[src/rtl/rst_seq_ctrl.sv]
`default_nettype none
// ============================================================================
// Module      : rst_seq_ctrl
// Description : Staged reset sequencer. It releases the downstream reset
//               domains in order with a fixed gap, waits a settle period and
//               then raises init_done. A soft-reset request replays the
//               same sequence.
// Revision    : 1.0 - initial release
// ============================================================================
module rst_seq_ctrl #(
    parameter int NUM_STAGES    = 4,
    parameter int ASSERT_CYCLES = 2,
    parameter int STAGE_GAP     = 4,
    parameter int SETTLE_CYCLES = 20
) (
    input  logic                  clk,
    input  logic                  rst,
    input  logic                  sw_rst_req,
    output logic [NUM_STAGES-1:0] stage_rst_o,
    output logic                  sw_rst_ack,
    output logic                  busy,
    output logic                  init_done
);

    localparam int c_MAX_AG  = (ASSERT_CYCLES > STAGE_GAP) ? ASSERT_CYCLES : STAGE_GAP;
    localparam int c_MAX_CNT = (c_MAX_AG > SETTLE_CYCLES) ? c_MAX_AG : SETTLE_CYCLES;
    localparam int CNT_W     = $clog2(c_MAX_CNT + 1);
    localparam int IDX_W     = $clog2(NUM_STAGES) + 1;

    localparam int c_SETTLE_LAST_I = (SETTLE_CYCLES > 0) ? SETTLE_CYCLES - 1 : 0;

    localparam logic [CNT_W-1:0] c_ASSERT_LAST = CNT_W'(ASSERT_CYCLES - 1);
    localparam logic [CNT_W-1:0] c_GAP_LAST    = CNT_W'(STAGE_GAP - 1);
    localparam logic [CNT_W-1:0] c_SETTLE_LAST = CNT_W'(c_SETTLE_LAST_I);
    localparam logic [IDX_W-1:0] c_LAST_IDX    = IDX_W'(NUM_STAGES - 1);
    localparam logic             c_MULTI       = (NUM_STAGES > 1);
    localparam logic             c_HAS_SETTLE  = (SETTLE_CYCLES > 0);

    localparam logic [1:0] S_ASSERT  = 2'd0;
    localparam logic [1:0] S_RELEASE = 2'd1;
    localparam logic [1:0] S_SETTLE  = 2'd2;
    localparam logic [1:0] S_DONE    = 2'd3;

    if (NUM_STAGES < 1 || ASSERT_CYCLES < 1 || STAGE_GAP < 1 || SETTLE_CYCLES < 0) begin : g_param_check
        $fatal(1, "rst_seq_ctrl: parameter below its minimum");
    end

    logic [1:0]            r_state, w_state;
    logic [CNT_W-1:0]      r_cnt,   w_cnt;
    logic [IDX_W-1:0]      r_idx,   w_idx;
    logic [NUM_STAGES-1:0] r_stage, w_stage;
    logic                  r_ack,   w_ack;
    logic                  r_busy,  w_busy;
    logic                  r_done,  w_done;

    always_ff @(posedge clk) begin
        if (rst) begin
            r_state <= S_ASSERT;
            r_cnt   <= '0;
            r_idx   <= '0;
            r_stage <= '1;
            r_ack   <= 1'b0;
            r_busy  <= 1'b1;
            r_done  <= 1'b0;
        end else begin
            r_state <= w_state;
            r_cnt   <= w_cnt;
            r_idx   <= w_idx;
            r_stage <= w_stage;
            r_ack   <= w_ack;
            r_busy  <= w_busy;
            r_done  <= w_done;
        end
    end

    // Releasing a stage shifts a zero in from bit 0, keeping the vector thermometer-shaped.
    always_comb begin
        w_state = r_state;
        w_cnt   = r_cnt;
        w_idx   = r_idx;
        w_stage = r_stage;
        w_ack   = 1'b0;
        w_busy  = r_busy;
        w_done  = r_done;
        case (r_state)
            S_ASSERT: begin
                if (r_cnt == c_ASSERT_LAST) begin
                    w_stage = r_stage << 1;
                    w_cnt   = '0;
                    w_idx   = r_idx + 1'b1;
                    if (c_MULTI) begin
                        w_state = S_RELEASE;
                    end else if (c_HAS_SETTLE) begin
                        w_state = S_SETTLE;
                    end else begin
                        w_state = S_DONE;
                        w_busy  = 1'b0;
                        w_done  = 1'b1;
                    end
                end else begin
                    w_cnt = r_cnt + 1'b1;
                end
            end
            S_RELEASE: begin
                if (r_cnt == c_GAP_LAST) begin
                    w_stage = r_stage << 1;
                    w_cnt   = '0;
                    w_idx   = r_idx + 1'b1;
                    if (r_idx == c_LAST_IDX) begin
                        if (c_HAS_SETTLE) begin
                            w_state = S_SETTLE;
                        end else begin
                            w_state = S_DONE;
                            w_busy  = 1'b0;
                            w_done  = 1'b1;
                        end
                    end
                end else begin
                    w_cnt = r_cnt + 1'b1;
                end
            end
            S_SETTLE: begin
                if (r_cnt == c_SETTLE_LAST) begin
                    w_state = S_DONE;
                    w_cnt   = '0;
                    w_busy  = 1'b0;
                    w_done  = 1'b1;
                end else begin
                    w_cnt = r_cnt + 1'b1;
                end
            end
            S_DONE: begin
                if (sw_rst_req) begin
                    w_state = S_ASSERT;
                    w_cnt   = '0;
                    w_idx   = '0;
                    w_stage = '1;
                    w_ack   = 1'b1;
                    w_busy  = 1'b1;
                    w_done  = 1'b0;
                end
            end
            default: begin
                w_state = S_ASSERT;
                w_cnt   = '0;
                w_idx   = '0;
                w_stage = '1;
                w_busy  = 1'b1;
                w_done  = 1'b0;
            end
        endcase
    end

    assign stage_rst_o = r_stage;
    assign sw_rst_ack  = r_ack;
    assign busy        = r_busy;
    assign init_done   = r_done;

endmodule
`default_nettype wire

[config.mk]
export PLATFORM = sky130hd
export DESIGN_NAME = rst_seq_ctrl
export DESIGN_NICKNAME = d
export VERILOG_FILES = /design/src/rtl/rst_seq_ctrl.sv
export SDC_FILE = /design/constraint.sdc
export NUM_CORES = 1
export LEC_CHECK = 0
export CORE_UTILIZATION = 52
export CTS_BUF_LIST = sky130_fd_sc_hd__clkbuf_4
export DETAILED_ROUTE_END_ITERATION = 10
export HOLD_SLACK_MARGIN = 0.03
export MAX_ROUTING_LAYER = met4
export PLACE_DENSITY = 0.88
export SYNTH_ARGS = -nofsm -noshare
export SYNTH_HDL_FRONTEND = slang
export SYNTH_SLANG_ARGS = --single-unit
[constraint.sdc]
create_clock -name clk -period 1.74 [get_ports clk]
set_input_delay 0.348 -clock clk [delete_from_list [all_inputs] [get_ports clk]]
set_output_delay 0.348 -clock clk [all_outputs]
set_load 0.02 [all_outputs]
### Word-level counts from Yosys, hierarchy flattened

Index checks and enable logic that the tools add are counted.

* register bits: 17
* bits of input ports: 3
* output and inout port bits: 7

* $add $sub $neg: 2
* eq/ne operators: 12
* multiplexer cells: 26
* bitwise logic cells: 2
* reduce and logical (&&, ||, !) cells: 7

Operators by type and width (number)
* $mux 5: 4
* $pmux 5 s4: 1
* $mux 4: 3
* $pmux 4 s3: 1
* $mux 2: 5
* $ne 2x2->1 const B: 5
* $mux 3: 3
* $pmux 3 s3: 1
* $pmux 2 s4: 1
* $add 5x1->5 const B: 1
* $eq 5x1->1 const B: 1
* $eq 5x2->1 const B: 1
* $eq 5x5->1 const B: 1
* $mux 1: 5
* $reduce_and 5->1: 1
* $eq 2x2->1 const B: 2
* $pmux 1 s2: 2
* $reduce_and 4->1: 1
* $reduce_or 2->1: 2
* $add 3x1->3 const B: 1
* $eq 3x2->1 const B: 1
* $reduce_and 3->1: 1
* $reduce_bool 3->1: 1
* $eq 2x1->1 const B: 1
* 2 further kinds: 3

### Logic depth before layout (Yosys ltp)

Gate-level depths: netlist of the first run.

* depth in word-level cells: 4
* depth in mapped cells: 6
* depth with buffers taken out: 6

### Worst setup path before layout of the first run

OpenSTA, ideal clock, no wires.

* path type: reg-to-reg
* from: register r_state[0]
* to: register r_busy, in the netlist busy
* data arrival time: 1.515 ns
* slack: 0.102 ns
* stages on the path, launching flop included: 7
* path buffers: 1
* clock period less this slack: 1.638 ns
* cell sequence: dfxtp_1 > ha_1 > buf_4 > and2b_1 > a2111oi_4 > mux2i_1 > nand2_1

* elaborated cells between the ends (all ways): 10

RTL lines
* start: declaration: line 48 `logic [1:0] r_state, w_state;`
* start signal: assignment: line 66 `r_state <= w_state;`
* $eq 2x2->1: line 85 `case (r_state)`
* $pmux 1 s2 *: line 85
* via w_busy: line 53 `logic r_busy, w_busy;`
* end signal: assignment: line 71 `r_busy <= w_busy;`
* end: declaration: line 53

Mark *: on every way through the listed nets, which the timed path passes. The rest lies on a longest branch.
A chain may end at the register's enable or synchronous reset.

### Worst setup path in the final report of the first run

* from: register r_stage[0], in the netlist stage_rst_o[0]
* to: output stage_rst_o[0]

RTL lines
* start: declaration: line 51 `logic [NUM_STAGES-1:0] r_stage, w_stage;`
* start signal: assignment: line 69 `r_stage <= w_stage;`
* end: declaration: line 19 `output logic [NUM_STAGES-1:0] stage_rst_o,`

No word-level cell between the ends.

==> results.cfg, run 1 <==
[outcome]
run_status = completed

[clock_tree]
clk_latency_ns = 0.29
cts_hold_buffers = 0
cts_tree = yes
clk_transition_reported_paths_ns = 0.10
ctsHtreeMaxLevel = 1
clk_root_buffer_cell = sky130_fd_sc_hd__clkbuf_4
cts_bufs_inserted = 3
clock_sinks = 17
cts_buffer_depth = 2

[synthesis]
post_synth_xor_area_fraction = 0.0370
yosys_most_used_dff = sky130_fd_sc_hd__dfxtp_1
netlist.top_cell.by_area = sky130_fd_sc_hd__dfxtp_1
share_of_synthesized_area_spent_on_multiplexers = 0.127
synth_top_area_frac = 0.360
synth_top_family_by_area = simple AND/OR/NAND/NOR gates
syn_avg_cell_area_um2 = 9.96
synth.lib_cells_used.distinct = 29
yosysWarningCount = 0
synth_edf_count = 0
synth-compound-area-share = 0.0952
syn_inst = 95
yosysMostFrequentCell = sky130_fd_sc_hd__dfxtp_1
synth.top_cells.by_count = sky130_fd_sc_hd__dfxtp_1 (17), sky130_fd_sc_hd__nor2_1 (13), sky130_fd_sc_hd__mux2i_1 (9), sky130_fd_sc_hd__ha_1 (8), sky130_fd_sc_hd__inv_1 (8)
synth-async-reset-ratio = 0
synthSimpleGateAreaFrac = 0.228
netlist_top_cells_area = sky130_fd_sc_hd__dfxtp_1 (36%), sky130_fd_sc_hd__ha_1 (11%), sky130_fd_sc_hd__mux2i_1 (9.5%), sky130_fd_sc_hd__nor2_1 (5.2%), sky130_fd_sc_hd__inv_1 (3.2%)
synth_area_um2 = 946
synth_fp_nets = 106
synthAdderAreaFrac = 0.106
yosys_register_bits = 17
synth-seq-area-share = 0.360

[detailed_routing]
detail_route.drc_violations = 0
ant_nets = 0
vias_per_cell = 5.09
drtIter0Drc = 16
routedWlPerCell_um = 11.2
detailroute.via_count = 707
drt_pass1_iterations = 4
routed_wl_um = 1560

[floorplan]
die_x_um = 44.7
dieArea_um2 = 1990
core_ar_um2 = 1710
rows = 15
start_util = 0.554
design.portCount = 10
die_height_um = 44.7

[grt]
grt_util_all_layers = 0.186
grt_max_degree = 14
globalRoute.totalOverflow = 0
antenna_found_initial = 0
grt_first_pass_wirelength_um = 2590
grt_pass1_vias = 603

[power]
irDropWorstVdd_mv = 0.865
power.share.combinational = 0.524
cellLeakagePower_nw = 0.487
share_clk_of_total_power = 0.136
power.net_switching_mw = 0.595
power.sequential.fraction = 0.340
finalPower_mw = 1.65
power_switching_share = 0.360
power.density_cell_area_nw_per_um2 = 1430
intPower_mw = 1.06

[timing]
clock-skew-final_ns = 0.00421
max_slew_margin = 0.785
setup_viol = 0
fmax_ghz = 0.620
min_period_ns = 1.61
rsz_0062_raised_after_global_routing = false
final-hold-violation-count = 0
maxSlewViolCount = 0
tightest_slew_ns = 0.323
min_period_over_period = 0.927

[critical_path]
setup.worst_path.class = flip-flop to output port
cp_num_cells = 1
crit_path_start = stage_rst_o[0]
critical_path.cell_chain = clkdlybuf4s50_1
delay_of_the_slowest_cell_on_the_worst_path_ns = 0.61
kind_of_cell_adding_the_most_delay_to_the_critical_path = buffers and inverters
start_kind = flip-flop
critical_path_arrival_ns = 1.27
r2r.worst_path.cells = 6
timing.critical_path.fanout_max = 3
rrSetupSlack_ns = 0.15
critical_path.reg2reg.startpoint = r_state[0]
worst_path_max_delay_cell = sky130_fd_sc_hd__clkdlybuf4s50_1
worstPathBufferInverterCount = 1
worstSetupEndpoint = stage_rst_o[0]
kind_of_end_point_of_the_critical_path = output port
timing.rr.end = r_cnt[1]
worstPathRequired_ns = 1.39

[layout]
post-route-cell-area_um2 = 1160
antenna_cells = 0
drive_gt1_frac = 0.219
utilization = 0.677
area_delta_synth_final_pct = 22.2
nNetsFinal = 126

[placement]
place.detailed.hpwl_um = 1230
post_dp_area_um2 = 1120
numPortBuffers = 9
place.gp.congestion = 0.753

[min_path]
hold_depth = 2
hp-class = flip-flop to flip-flop

[job]
cap_viol_max_count = 0
-- how the worst min path moves through the flow --
stage                  start        to
floorplan           r_idx[1]  r_idx[1]
global placement    r_idx[1]  r_idx[1]
detailed placement  r_idx[1]  r_idx[1]
CTS                 r_idx[1]  r_idx[1]
global route        r_idx[1]  r_idx[1]
finish              r_idx[1]  r_idx[1]
-- flip-flops by register name (all words and copies together), names as in the netlist --
| register | cells |
|---|---|
| sw_rst_ack | 1 |
| init_done | 1 |
| r_idx | 3 |
| busy | 1 |
| r_cnt | 5 |
| r_state | 2 |
| stage_rst_o | 4 |
-- logic make-up after synthesis --
family | count (synthesis)
buffers and inverters | 11
XOR/XNOR | 4
AND/OR/NAND/NOR | 36
multiplexers | 11
AO/OA/AOI/OAI | 8
adder cells (fa/ha/maj) | 8
flip-flops | 17
-- power by group through the flow --
stage	clock, mW	sequential, mW	combinational, mW
5_1_grt	0.244	0.575	0.942
2_1_floorplan	0	0.610	0.546
4_1_cts	0.232	0.559	0.868
3_3_place_gp	0	0.560	0.834
6_report	0.224	0.561	0.864
3_5_place_dp	0	0.568	0.863
-- area by class of cell --
cell class / instances / area, um2
Multi-Input combinational cell: 67 / 566
Fill cell: 139 / 552
Sequential cell: 17 / 342
Timing Repair Buffer: 18 / 158
Tap cell: 25 / 31.3
Clock buffer: 4 / 30.0
Inverter: 8 / 30.0
-- metrics by stage --
stage                     TNS [ns]  setup slack, ns  hold WS, ns  cells
after CTS                        0           0.0847        0.497    139
after floorplan                  0            0.102        0.442     95
after detailed placement    -0.568           -0.108        0.477    135
final                            0            0.126        0.499    139
after global placement      -0.261          -0.0738        0.450    135
after global routing             0           0.0258        0.521    139
-- worst min-delay path: cells and delay by family, from the launching register on --
kind / cells / cell delay, ns
AND/OR/NAND/NOR: 1 / 0.06
flip-flops: 1 / 0.33
multiplexers: 1 / 0.07
-- placed cells by master (no fill, tap or decap), types with 2 or more instances in the layout --
cell type and count:
sky130_fd_sc_hd__nor4b_2 2, sky130_fd_sc_hd__nor3_1 5, sky130_fd_sc_hd__inv_1 8, sky130_fd_sc_hd__nor2_1 13, sky130_fd_sc_hd__clkbuf_4 4, sky130_fd_sc_hd__clkdlybuf4s50_1 9
sky130_fd_sc_hd__dfxtp_1 16, sky130_fd_sc_hd__nand4_1 2, sky130_fd_sc_hd__buf_4 9, sky130_fd_sc_hd__nand3_1 2, sky130_fd_sc_hd__ha_1 6, sky130_fd_sc_hd__nand2_1 6
sky130_fd_sc_hd__mux2i_1 9, sky130_fd_sc_hd__xor2_1 3, sky130_fd_sc_hd__ha_2 2, sky130_fd_sc_hd__mux2_4 2
-- per-layer routing --
metal	part of all wire	vias up	GRT usage
met4	0.017	0	0.0909
li1	-	366	-
met1	0.50	323	0.259
met5	0	-	-
met3	0.039	4	0.0245
met2	0.44	14	0.262
-- repair_timing --
item                       CTS  global route
buffers inserted             0             0
resized for setup            0             3
setup endpoints to repair    0            11
Note: power is estimated with default switching activity, not from simulation.
==> run 2: changes to the inputs <==
==> constraint.sdc (replaced) <==
create_clock -name clk -period 1.74 [get_ports clk]
set_input_delay 0.261 -clock clk [delete_from_list [all_inputs] [get_ports clk]]
set_output_delay 0.261 -clock clk [all_outputs]
set_load 0.02 [all_outputs]
==> results.cfg, run 2 (synthesized netlist as in run 1, its figures left out) <==
[critical_path]
timing.critical_path.fanout_max = 4
r2r.worst_path.cells = 6
critical_path_arrival_ns = 1.83
setup.worst_path.class = flip-flop to flip-flop
critical_path.reg2reg.startpoint = r_cnt[0]
rrSetupSlack_ns = 0.11
timing.rr.end = r_idx[2]
start_kind = flip-flop
worstPathRequired_ns = 1.94
kind_of_end_point_of_the_critical_path = flip-flop

[layout]
antenna_cells = 0
area_delta_synth_final_pct = 23.7
registers.top_by_ff_count = r_cnt
most_used_cells_in_the_layout_excluding_fill_and_tap_cells = sky130_fd_sc_hd__dfxtp_1 (17), sky130_fd_sc_hd__nor2_1 (13), sky130_fd_sc_hd__mux2i_1 (9), sky130_fd_sc_hd__clkdlybuf4s50_1 (9)
drive_gt1_frac = 0.221
largest_register_ffs = 5
layout.cells.most_common = sky130_fd_sc_hd__dfxtp_1
post-route-cell-area_um2 = 1170
nNetsFinal = 125

[placement]
place.detailed.hpwl_um = 1280
place.gp.congestion = 0.755
setup_slack_at_placement_ns = -0.0727
numPortBuffers = 9
post_dp_area_um2 = 1110

[clock_tree]
cts_tree = yes
post-cts-setup-buffers = 0
clk_latency_ns = 0.30
cts_buffer_depth = 2
clk_transition_reported_paths_ns = 0.10
ctsHtreeMaxLevel = 1
cts_repair_resize_count = 0
cts_bufs_inserted = 3
cts_hold_buffers = 0
clock_sinks = 17
clk_root_buffer_cell = sky130_fd_sc_hd__clkbuf_4

[power]
power.density_cell_area_nw_per_um2 = 1430
power_switching_share = 0.384
irDropWorstVdd_mv = 0.911
power.sequential.fraction = 0.336
power.share.combinational = 0.532
power.net_switching_mw = 0.643
cellLeakagePower_nw = 0.485
intPower_mw = 1.03
share_clk_of_total_power = 0.132

[timing]
layout_setup_ws_ns = 0.112
finalSetupTns_ns = 0
clock-skew-final_ns = 0.00118
rsz_0062_raised_after_global_routing = false
fmax_ghz = 0.614
min_period_over_period = 0.936
setup_viol = 0
min_period_ns = 1.63
final-hold-violation-count = 0
tightest_slew_ns = 0.342
maxSlewViolCount = 0
max_slew_margin = 0.772

[floorplan]
die_height_um = 44.7
design.portCount = 10
start_util = 0.554
die_x_um = 44.7
rows = 15
dieArea_um2 = 1990
core_ar_um2 = 1710

[min_path]
hold_path_end = r_idx[1]
hp-class = flip-flop to flip-flop
hold_depth = 2
min-delay-start = r_idx[1]

[outcome]
run_status = completed

[detailed_routing]
routedWlPerCell_um = 13.1
detail_route.drc_violations = 0
ant_nets = 0
drt_pass1_iterations = 4
vias_per_cell = 5.25
routed_wl_um = 1800
detailroute.via_count = 725
drtIter0Drc = 14

[grt]
globalRoute.totalOverflow = 0
grt_pass1_vias = 637
grt_first_pass_wirelength_um = 2840
grt_util_all_layers = 0.210
antenna_found_initial = 0
grt_max_degree = 14

[job]
cap_viol_max_count = 0
-- run 2: worst max path at each step --
stage / start / cells after the start / slack, ns / endpoint
final: r_cnt[0] / 6 / 0.11 / r_idx[2]
after global routing: r_cnt[1] / 5 / 0.004 / init_done
after CTS: r_cnt[1] / 5 / 0.01 / r_idx[2]
after detailed placement: sw_rst_req / 5 / -0.07 / init_done
after global placement: sw_rst_req / 5 / 0.01 / busy
after floorplan: r_state[0] / 6 / 0.10 / busy
-- run 2: power groups by stage --
stage | registers, mW | logic, mW | clock network (mW)
floorplan | 0.610 | 0.546 | 0
global placement | 0.560 | 0.807 | 0
CTS | 0.559 | 0.857 | 0.223
detailed placement | 0.567 | 0.844 | 0
finish | 0.563 | 0.891 | 0.221
global route | 0.577 | 0.959 | 0.240
-- run 2: stage by stage --
step                hold slack (ns)  std cells   util  total power, mW
floorplan                     0.414         95      -             1.16
global placement              0.450        134  0.651             1.37
finish                        0.491        138  0.685             1.67
CTS                           0.491        138  0.667             1.64
detailed placement            0.476        134  0.651             1.41
global route                  0.523        138  0.685             1.78
-- run 2: layout make-up --
class / instances / area [um2]
Sequential cell: 17 / 340
Clock inverter: 1 / 5.00
Inverter: 8 / 30.0
Clock buffer: 3 / 22.5
Multi-Input combinational cell: 67 / 591
Timing Repair Buffer: 17 / 150
Tap cell: 25 / 31.3
Fill cell: 124 / 538
-- run 2: layer usage --
metal	vias to the layer above	track usage	part of all wire	routed length, um
met5	-	-	0	0
met4	0	0.145	0.035	64
met3	7	0.0367	0.033	59
met2	15	0.321	0.48	861
met1	342	0.250	0.45	817
li1	361	-	-	-
-- run 2: critical path, cell delays in order (launching register included) --
cell and delay (ns):
sky130_fd_sc_hd__dfxtp_1 0.36, sky130_fd_sc_hd__buf_4 0.13, sky130_fd_sc_hd__ha_1 0.15, sky130_fd_sc_hd__nor4b_4 0.26, sky130_fd_sc_hd__o22a_2 0.25, sky130_fd_sc_hd__nand2_4 0.08
sky130_fd_sc_hd__mux2_4 0.30
==> run 3: changes to the inputs <==
--- a/config.mk
+++ b/config.mk
@@ -8,9 +8,11 @@
 export CORE_UTILIZATION = 52
 export CTS_BUF_LIST = sky130_fd_sc_hd__clkbuf_4
 export DETAILED_ROUTE_END_ITERATION = 10
+export GPL_ROUTABILITY_DRIVEN = 0
 export HOLD_SLACK_MARGIN = 0.03
 export MAX_ROUTING_LAYER = met4
 export PLACE_DENSITY = 0.88
+export SLEW_MARGIN = 25
 export SYNTH_ARGS = -nofsm -noshare
 export SYNTH_HDL_FRONTEND = slang
 export SYNTH_SLANG_ARGS = --single-unit
==> results of run 3 <==
No change in the layout: final DEF, timing and power equal those of run 2.
